==> src/rtl/mem_req_sequencer.sv <==
// mem_req_sequencer: host-side master for a single-port valid/ready memory.
// Host requests are buffered in a small FIFO. They are issued to the memory one at a time.
// Each completion is reported on the rsp_* port.
// Optional build macro: MEM_REQ_TIMEOUT_EN. It bounds the wait for mem_ready_i. An expired
// wait drops the request and pulses err_o.
module mem_req_sequencer #(
  parameter int unsigned WIDTH      = 8,
  parameter int unsigned ADDR_WIDTH = 4,
  parameter int unsigned FIFO_DEPTH = 4,
  parameter int unsigned TIMEOUT    = 8
) (
  input  logic                  clk_i,
  input  logic                  res_i,
  input  logic                  req_valid_i,
  input  logic                  req_wr_rd_i,
  input  logic [ADDR_WIDTH-1:0] req_addr_i,
  input  logic [WIDTH-1:0]      req_wdata_i,
  output logic                  req_full_o,
  output logic                  mem_valid_o,
  output logic                  mem_wr_rd_o,
  output logic [ADDR_WIDTH-1:0] mem_addr_o,
  output logic [WIDTH-1:0]      mem_wdata_o,
  input  logic [WIDTH-1:0]      mem_rdata_i,
  input  logic                  mem_ready_i,
  output logic                  rsp_valid_o,
  output logic                  rsp_wr_rd_o,
  output logic [WIDTH-1:0]      rsp_rdata_o,
  output logic                  busy_o,
  output logic                  err_o
);

  localparam int unsigned PtrW   = (FIFO_DEPTH > 1) ? $clog2(FIFO_DEPTH) : 1;
  localparam int unsigned CntW   = $clog2(FIFO_DEPTH + 1);
  localparam int unsigned EntryW = 1 + ADDR_WIDTH + WIDTH;

  typedef enum logic [1:0] {StIdle, StIssue, StWait} state_e;

  state_e state_q, state_d;

  logic [EntryW-1:0]     fifo_q [FIFO_DEPTH];
  logic [PtrW-1:0]       wr_ptr_q, wr_ptr_d;
  logic [PtrW-1:0]       rd_ptr_q, rd_ptr_d;
  logic [CntW-1:0]       count_q, count_d;
  logic                  push, pop;
  logic                  head_wr_rd;
  logic [ADDR_WIDTH-1:0] head_addr;
  logic [WIDTH-1:0]      head_wdata;

  logic                  mem_valid_q, mem_valid_d;
  logic                  mem_wr_rd_q, mem_wr_rd_d;
  logic [ADDR_WIDTH-1:0] mem_addr_q, mem_addr_d;
  logic [WIDTH-1:0]      mem_wdata_q, mem_wdata_d;
  logic                  rsp_valid_q, rsp_valid_d;
  logic                  rsp_wr_rd_q, rsp_wr_rd_d;
  logic [WIDTH-1:0]      rsp_rdata_q, rsp_rdata_d;
  logic                  timeout_hit;

  // Full is decoded from the registered count, so a same-cycle pop never frees a slot early.
  assign req_full_o = (count_q == CntW'(FIFO_DEPTH));
  assign push       = req_valid_i && !req_full_o;
  assign {head_wr_rd, head_addr, head_wdata} = fifo_q[rd_ptr_q];

  // FIFO storage; contents need no reset because the pointers and count are cleared.
  always_ff @(posedge clk_i) begin
    if (push) begin
      fifo_q[wr_ptr_q] <= {req_wr_rd_i, req_addr_i, req_wdata_i};
    end
  end

  // FIFO pointer and occupancy next-state; pointers wrap naturally (depth is a power of 2).
  always_comb begin
    wr_ptr_d = wr_ptr_q;
    rd_ptr_d = rd_ptr_q;
    count_d  = count_q;
    if (push) begin
      wr_ptr_d = wr_ptr_q + PtrW'(1);
    end
    if (pop) begin
      rd_ptr_d = rd_ptr_q + PtrW'(1);
    end
    case ({push, pop})
      2'b10:   count_d = count_q + CntW'(1);
      2'b01:   count_d = count_q - CntW'(1);
      default: count_d = count_q;
    endcase
  end

  // Sequencer next-state and registered memory/response outputs.
  always_comb begin
    state_d     = state_q;
    pop         = 1'b0;
    mem_valid_d = 1'b0;
    mem_wr_rd_d = mem_wr_rd_q;
    mem_addr_d  = mem_addr_q;
    mem_wdata_d = mem_wdata_q;
    rsp_valid_d = 1'b0;
    rsp_wr_rd_d = rsp_wr_rd_q;
    rsp_rdata_d = rsp_rdata_q;
    unique case (state_q)
      StIdle: begin
        if (count_q != '0) begin
          pop         = 1'b1;
          mem_valid_d = 1'b1;
          mem_wr_rd_d = head_wr_rd;
          mem_addr_d  = head_addr;
          mem_wdata_d = head_wdata;
          state_d     = StIssue;
        end
      end
      StIssue: begin
        state_d = StWait;
      end
      StWait: begin
        // A ready on the timeout cycle still completes the request.
        if (mem_ready_i) begin
          rsp_valid_d = 1'b1;
          rsp_wr_rd_d = mem_wr_rd_q;
          if (!mem_wr_rd_q) begin
            rsp_rdata_d = mem_rdata_i;
          end
          state_d = StIdle;
        end else if (timeout_hit) begin
          state_d = StIdle;
        end
      end
      default: begin
        state_d = StIdle;
      end
    endcase
  end

  // State, FIFO control and output registers with synchronous reset.
  always_ff @(posedge clk_i) begin
    if (res_i) begin
      state_q     <= StIdle;
      wr_ptr_q    <= '0;
      rd_ptr_q    <= '0;
      count_q     <= '0;
      mem_valid_q <= 1'b0;
      mem_wr_rd_q <= 1'b0;
      mem_addr_q  <= '0;
      mem_wdata_q <= '0;
      rsp_valid_q <= 1'b0;
      rsp_wr_rd_q <= 1'b0;
      rsp_rdata_q <= '0;
    end else begin
      state_q     <= state_d;
      wr_ptr_q    <= wr_ptr_d;
      rd_ptr_q    <= rd_ptr_d;
      count_q     <= count_d;
      mem_valid_q <= mem_valid_d;
      mem_wr_rd_q <= mem_wr_rd_d;
      mem_addr_q  <= mem_addr_d;
      mem_wdata_q <= mem_wdata_d;
      rsp_valid_q <= rsp_valid_d;
      rsp_wr_rd_q <= rsp_wr_rd_d;
      rsp_rdata_q <= rsp_rdata_d;
    end
  end

`ifdef MEM_REQ_TIMEOUT_EN
  localparam int unsigned TmrW = (TIMEOUT > 1) ? $clog2(TIMEOUT) : 1;

  logic [TmrW-1:0] tmr_q, tmr_d;
  logic            err_q;

  assign timeout_hit = (state_q == StWait) && !mem_ready_i && (tmr_q == TmrW'(TIMEOUT - 1));
  assign err_o       = err_q;

  // Wait counter: cleared while entering WAIT, counts each WAIT cycle.
  always_comb begin
    tmr_d = tmr_q;
    if (state_q == StIssue) begin
      tmr_d = '0;
    end else if (state_q == StWait) begin
      tmr_d = tmr_q + TmrW'(1);
    end
  end

  // Timeout counter and error pulse registers.
  always_ff @(posedge clk_i) begin
    if (res_i) begin
      tmr_q <= '0;
      err_q <= 1'b0;
    end else begin
      tmr_q <= tmr_d;
      err_q <= timeout_hit;
    end
  end
`else
  logic unused_timeout;

  assign unused_timeout = ^TIMEOUT;
  assign timeout_hit    = 1'b0;
  assign err_o          = 1'b0;
`endif

  assign mem_valid_o = mem_valid_q;
  assign mem_wr_rd_o = mem_wr_rd_q;
  assign mem_addr_o  = mem_addr_q;
  assign mem_wdata_o = mem_wdata_q;
  assign rsp_valid_o = rsp_valid_q;
  assign rsp_wr_rd_o = rsp_wr_rd_q;
  assign rsp_rdata_o = rsp_rdata_q;
  assign busy_o      = (state_q != StIdle) || (count_q != '0);

endmodule

==> config.mk <==
export PLATFORM = sky130hd
export DESIGN_NAME = mem_req_sequencer
export DESIGN_NICKNAME = d
export VERILOG_FILES = /design/src/rtl/mem_req_sequencer.sv
export SDC_FILE = /design/constraint.sdc
export NUM_CORES = 1
export LEC_CHECK = 0
export BUFFER_PORTS_ARGS = -buffer_cell sky130_fd_sc_hd__clkbuf_2
export CORE_MARGIN = 2
export CORE_UTILIZATION = 45
export CTS_BUF_LIST = sky130_fd_sc_hd__clkbuf_4 sky130_fd_sc_hd__clkbuf_8
export DETAILED_ROUTE_END_ITERATION = 7
export PLACE_DENSITY = 0.68
export SLEW_MARGIN = 20
export SYNTH_ARGS = -nofsm -noshare
export SYNTH_HDL_FRONTEND = slang
export SYNTH_SLANG_ARGS = --single-unit
==> constraint.sdc <==
create_clock -name clk_i -period 2.22 [get_ports clk_i]
set_input_delay 0.111 -clock clk_i [delete_from_list [all_inputs] [get_ports clk_i]]
set_output_delay 0.111 -clock clk_i [all_outputs]
set_load 0.03 [all_outputs]
Yosys cells after proc, flatten, opt, wreduce, memory -nomap -nowiden
Memory sizes are Yosys's and may differ from the RTL's. A register that Yosys moved wholly into a read port is not among the register bits.
Index checks and enable logic that the tools add are counted.
Word-level totals
  flip-flop bits (word level): 20
  bits in writable memories: 52
  word-level logic and storage cells: 43
  memories: 1
  output and inout port bits: 27
Operators by class
  reduce and logical (&&, ||, !) cells: 12
  mux-type cells: 9
  $add $sub $neg: 4
  equality and inequality tests: 7
  bitwise gates (word level): 2
Memory list
  fifo_q: words 4, width 13, rd ports 1, clocked after memory_dff 1, write ports 1, RTL line 40  | logic [EntryW-1:0] fifo_q [FIFO_DEPTH];
Operators by type and width (count)
  $pmux 2 s3: 1
  $pmux 3 s2: 1
  $reduce_and 2->1: 3
  $mux 1: 5
  $add 2x1->2 const B: 2
  $eq 2x1->1 const B: 2
  $eq 2x2->1 const B: 2
  $mux 2: 2
  $ne 2x2->1 const B: 2
  $reduce_bool 2->1: 2
  $add 3x1->3 const B: 1
  $eq 3x3->1 const B: 1
  $reduce_and 3->1: 1
  $reduce_bool 3->1: 1
  $sub 3x1->3 const B: 1
  $logic_not 2->1: 1
  $not 1->1: 2
  $reduce_or 2->1: 1
  $logic_and 1x1->1: 1
  $logic_not 1->1: 1
  $logic_or 1x1->1: 1

Logic depth before layout (Yosys ltp)
  word-level depth: 5
  depth in mapped cells: 11
  depth with buffers taken out: 10

Worst setup path before layout
No wires, ideal clock.
  path kind: register to register
  from: reg count_q[2]
  to: reg count_q[2]
  clock period less this slack: 2321 ps
  stages on the path, launching flop included: 12
  buffers on the path: 1
  arrival time: 2251 ps
  path slack: -101 ps
  cell sequence: dfxtp_1 > or3b_1 > buf_2 > inv_2 > nor2_1 > inv_1 > ha_1 > inv_1 > fa_1 > xor2_1 > or3_1 > a21oi_1
Between the ends
  cells in the longest elaborated chain, start to end: 5
  elaborated cells between the ends (all ways): 12
Ends and longest elaborated chain
  start, declared: RTL line 43  | logic [CntW-1:0] count_q, count_d;
  start signal, assigned: RTL line 150  | count_q <= count_d;
  $eq 3x3->1 *: RTL line 59  | assign req_full_o = (count_q == CntW'(FIFO_DEPTH));
  via req_full_o: RTL line 18  | output logic req_full_o,
  $logic_not 1->1 *: RTL line 60  | assign push = req_valid_i && !req_full_o;
  $logic_and 1x1->1 *: RTL line 60
  $eq 2x1->1 / $eq 2x2->1 (equally long branches): RTL line 81  | case ({push, pop})
  $pmux 3 s2 / $reduce_bool 2->1 (equally long branches)
The timed path passes the listed nets; every way through them passes the cells marked *.
A chain may end at the register's enable or synchronous reset.

Worst setup path in the final report
  from: reg count_q[2]
  to: reg count_q[2]
Between the ends
  cells in the longest elaborated chain, start to end: 5
  elaborated cells between the ends (all ways): 12
Ends and longest elaborated chain (RTL line)
  $reduce_bool 3->1 / $eq 3x3->1 (equally long branches): 101, 59
  $mux 1 / $logic_not 1->1 (equally long branches): 101, 60
  $mux 1 / $logic_and 1x1->1 (equally long branches)
  $eq 2x1->1 / $eq 2x2->1 (equally long branches): 81
  $pmux 3 s2 / $reduce_bool 2->1 (equally long branches)
Several ways; a longest one is shown, not always the timed one.

==> flow_metrics.py <==
metrics = {
    "timing": {
        "setup_viol": 0,
        "period_share": 0.968,
        "maxSlewHeadroom": 0.661,
        "timing.final.ws_setup_ns": 0.0716,
        "fmax_mhz": 465,
        "tns_ns": 0,
        "period_minus_slack_ns": 2.15,
        "skew_ns": 0.00826,
        "final-hold-violation-count": 0,
        "worst_pin_slew_ns": 0.509,
        "slew_viol_final": 0,
        "rsz0062_at_grt": "true",
    },
    "placed_design": {
        "post-place-ws_ns": -0.0170,
        "io_buffers": 50,
        "dp.cells": 349,
        "routabilityCongestion": 0.745,
        "hpwl_um": 3610,
        "dpl_cell_area_um2": 3660,
    },
    "global_route": {
        "antenna_found_initial": 0,
        "grt_pass1_vias": 1821,
        "grt_pass1_wl_um": 8840,
        "track_usage": 0.156,
        "grt-ovfl-total": 0,
        "grt_max_degree": 23,
    },
    "synthesis": {
        "syn_nets": 230,
        "synthCells": 199,
        "synth_warnings": 0,
        "avgSynthCellArea_um2": 16.4,
        "yosysSeqAreaShare": 0.680,
        "netlist_area_um2": 3270,
        "synthArstFlopShare": 0,
        "synth_edf_count": 52,
        "synth_seq_cells": 85,
        "synthFlopType": "edfxtp_1",
        "yosysUniqueCellTypes": 38,
    },
    "detailed_routing": {
        "via_per_inst": 4.97,
        "wl_um": 5740,
        "wl_per_cell_um": 15.0,
        "drcViolationCount": 0,
        "vias": 1902,
        "antenna_left": 0,
        "firstDrtPassIters": 4,
        "drt_iter0_drc": 73,
    },
    "layout": {
        "final_common_cell": "edfxtp_1",
        "area_growth_pct": 24.7,
        "n_antenna_cell": 0,
        "final_cells": 383,
        "multi_input_area_um2": 927,
        "drive_above_1_share": 0.349,
        "register_area_um2": 2230,
        "fin_area_um2": 4080,
        "nets": 310,
        "layout_common_cells": "52 x edfxtp_1, 50 x clkbuf_2, 32 x dfxtp_1",
        "fillCellCount": 595,
    },
    "hold_path": {
        "hp-class": "primary input to flip-flop",
        "whs_path_depth": 3,
    },
    "critical_path": {
        "r2r-end": "count_q[2]$_SDFFE_PP0P_",
        "critPathSlowestCell": "or3b_4",
        "crit_start": "count_q[2]$_SDFFE_PP0P_",
        "cp-endpoint": "count_q[2]$_SDFFE_PP0P_",
        "crit_cells": 10,
        "cp.required_ns": 2.49,
        "cpPeakStageDelay_ns": 0.41,
        "crit_chain": "or3b_4 -> inv_8 -> nor2_1 -> inv_1 -> ha_2 -> inv_1 -> fa_2 -> xor2_1 -> or3_1 -> a21oi_2",
        "critPathArrivalTime_ns": 2.42,
        "end_kind": "flip-flop",
        "path_delay_family": "simple AND/OR/NAND/NOR gates",
        "crit_fanout": 4,
        "rr_worst_depth": 10,
        "crit_type": "flip-flop to flip-flop",
        "critPathBufInv": 3,
        "r2r_start": "count_q[2]$_SDFFE_PP0P_",
        "ff2ff_setup_slack_ns": 0.07,
        "cpMostUsedCell": "inv_1",
        "start_kind": "flip-flop",
    },
    "die": {
        "core.rowCount": 31,
        "num_io_pins": 52,
        "floorplan.initialDensity": 0.458,
        "die_area_um2": 7960,
        "die_h_um": 89.2,
        "coreArea_um2": 7140,
        "die_w_um": 89.2,
    },
    "pwr": {
        "p_per_area_nw_per_um2": 1190,
        "p_int_mw": 3.24,
        "sequentialPowerShare": 0.431,
        "switching_share": 0.334,
        "clkPwrFrac": 0.250,
        "leakagePower_nw": 1.57,
        "p_switching_mw": 1.63,
        "totalPowerFinal_mw": 4.87,
        "combinationalPowerShare": 0.319,
        "ir_drop_mv": 0.417,
    },
    "run": {
        "cap_violations": 0,
    },
    "cts": {
        "numCtsBuffers": 9,
        "cts_tree": "built",
        "cts_sinks": 85,
        "clkLatencyLatePin_ns": 0.35,
        "clock-root-buffer": "clkbuf_8",
        "clk_pin_slew_ns": 0.08,
        "htreeDepth": 3,
        "cts_buffer_depth": 2,
    },
    "status": {
        "outcome": "finished, final reports clean",
    },
}
[worst min path at each step]
| stage | start | to |
|---|---|---|
| after floorplan | req_wdata_i[0] | fifo_q[0][0]$_DFFE_PP_ |
| after CTS | mem_rdata_i[5] | rsp_rdata_o[5]$_SDFFE_PP0P_ |
| after global placement | req_wdata_i[2] | fifo_q[3][2]$_DFFE_PP_ |
| final | mem_rdata_i[6] | rsp_rdata_o[6]$_SDFFE_PP0P_ |
| after detailed placement | req_addr_i[2] | fifo_q[2][10]$_DFFE_PP_ |
| after global routing | mem_rdata_i[3] | rsp_rdata_o[3]$_SDFFE_PP0P_ |
[per-stage QoR]
stage,utilization,hold WS [ns]
global route,0.571,0.0181
finish,0.571,0.00696
floorplan,-,0.210
CTS,0.569,0.000703
global placement,0.512,0.327
detailed placement,0.512,0.332
[power by group through the flow]
stage | clock, mW | combinational [mW] | sequential, mW
floorplan | 0 | 0.906 | 2.36
global placement | 0 | 1.48 | 2.13
detailed placement | 0 | 1.50 | 2.13
CTS | 1.24 | 1.54 | 2.10
global route | 1.31 | 1.70 | 2.13
finish | 1.22 | 1.55 | 2.10
[cell usage after synthesis, drive strengths merged (2+ instances only)]
cell / number / share of area
inv: 10 / 0.011
ha: 5 / 0.019
a21oi: 7 / 0.014
xor2: 2 / 0.0054
nor3: 2 / 0.0046
nor2: 17 / 0.020
and3: 4 / 0.0077
edfxtp: 52 / 0.48
buf: 11 / 0.029
dfxtp: 33 / 0.20
nand3b: 2 / 0.0046
or3: 2 / 0.0054
a22o: 13 / 0.035
nor4: 2 / 0.0057
mux2i: 9 / 0.028
nand3: 2 / 0.0031
mux4: 13 / 0.098
o21ai: 3 / 0.0046
[per-layer routing]
layer,share of wire,wire (µm),global-route usage,vias up
met1,0.44,2500,0.207,939
met4,0.014,78,0.0977,0
met2,0.51,2930,0.239,42
li1,-,-,-,916
met3,0.040,231,0.0259,5
met5,0,0,0,-
[area by class of cell]
type	count	share of cell area
Inverter	10	0.0110
Clock buffer	9	0.0304
Sequential cell	85	0.546
Clock inverter	7	0.0258
Tap cell	99	0.0304
Multi-Input combinational cell	92	0.227
Timing Repair Buffer	81	0.129
[sequential cells by signal, summed over array words and instances (netlist names)]
signal	count
state_q	2
rsp_wr_rd_o	1
rsp_rdata_o	8
mem_valid_o	1
count_q	3
mem_wdata_o	8
wr_ptr_q	2
fifo_q	52
mem_addr_o	4
rsp_valid_o	1
rd_ptr_q	2
mem_wr_rd_o	1
[what timing repair did]
action / 4_1_cts / 5_1_grt
gates resized for setup: 1 / 3
endpoints found under the setup margin: 1 / 1
pin swaps: 0 / 1
setup buffers: 0 / 1
hold buffers: 17 / 0
hold endpoints to repair: 56 / 0
[worst reg2reg max path: stages (launching register included)]
cell and delay (ns):
dfxtp_4 0.35, or3b_4 0.41, inv_8 0.07, nor2_1 0.03, inv_1 0.06, ha_2 0.18, inv_1 0.05, fa_2 0.33
xor2_1 0.17, or3_1 0.32, a21oi_2 0.12
[kinds of logic after synthesis]
| family | count (synthesis) | share of synthesized area |
|---|---|---|
| DFF | 85 | 0.680 |
| and+or+nand+nor | 35 | 0.0605 |
| AOI/OAI and AO/OA | 26 | 0.0612 |
| muxes | 22 | 0.125 |
| buffers and inverters | 22 | 0.0417 |
| adders and majority gates | 6 | 0.0253 |
| xor gates and xnor gates | 2 | 0.00536 |
| other | 1 | 0.00115 |
Power figures use the tool's default switching activity.
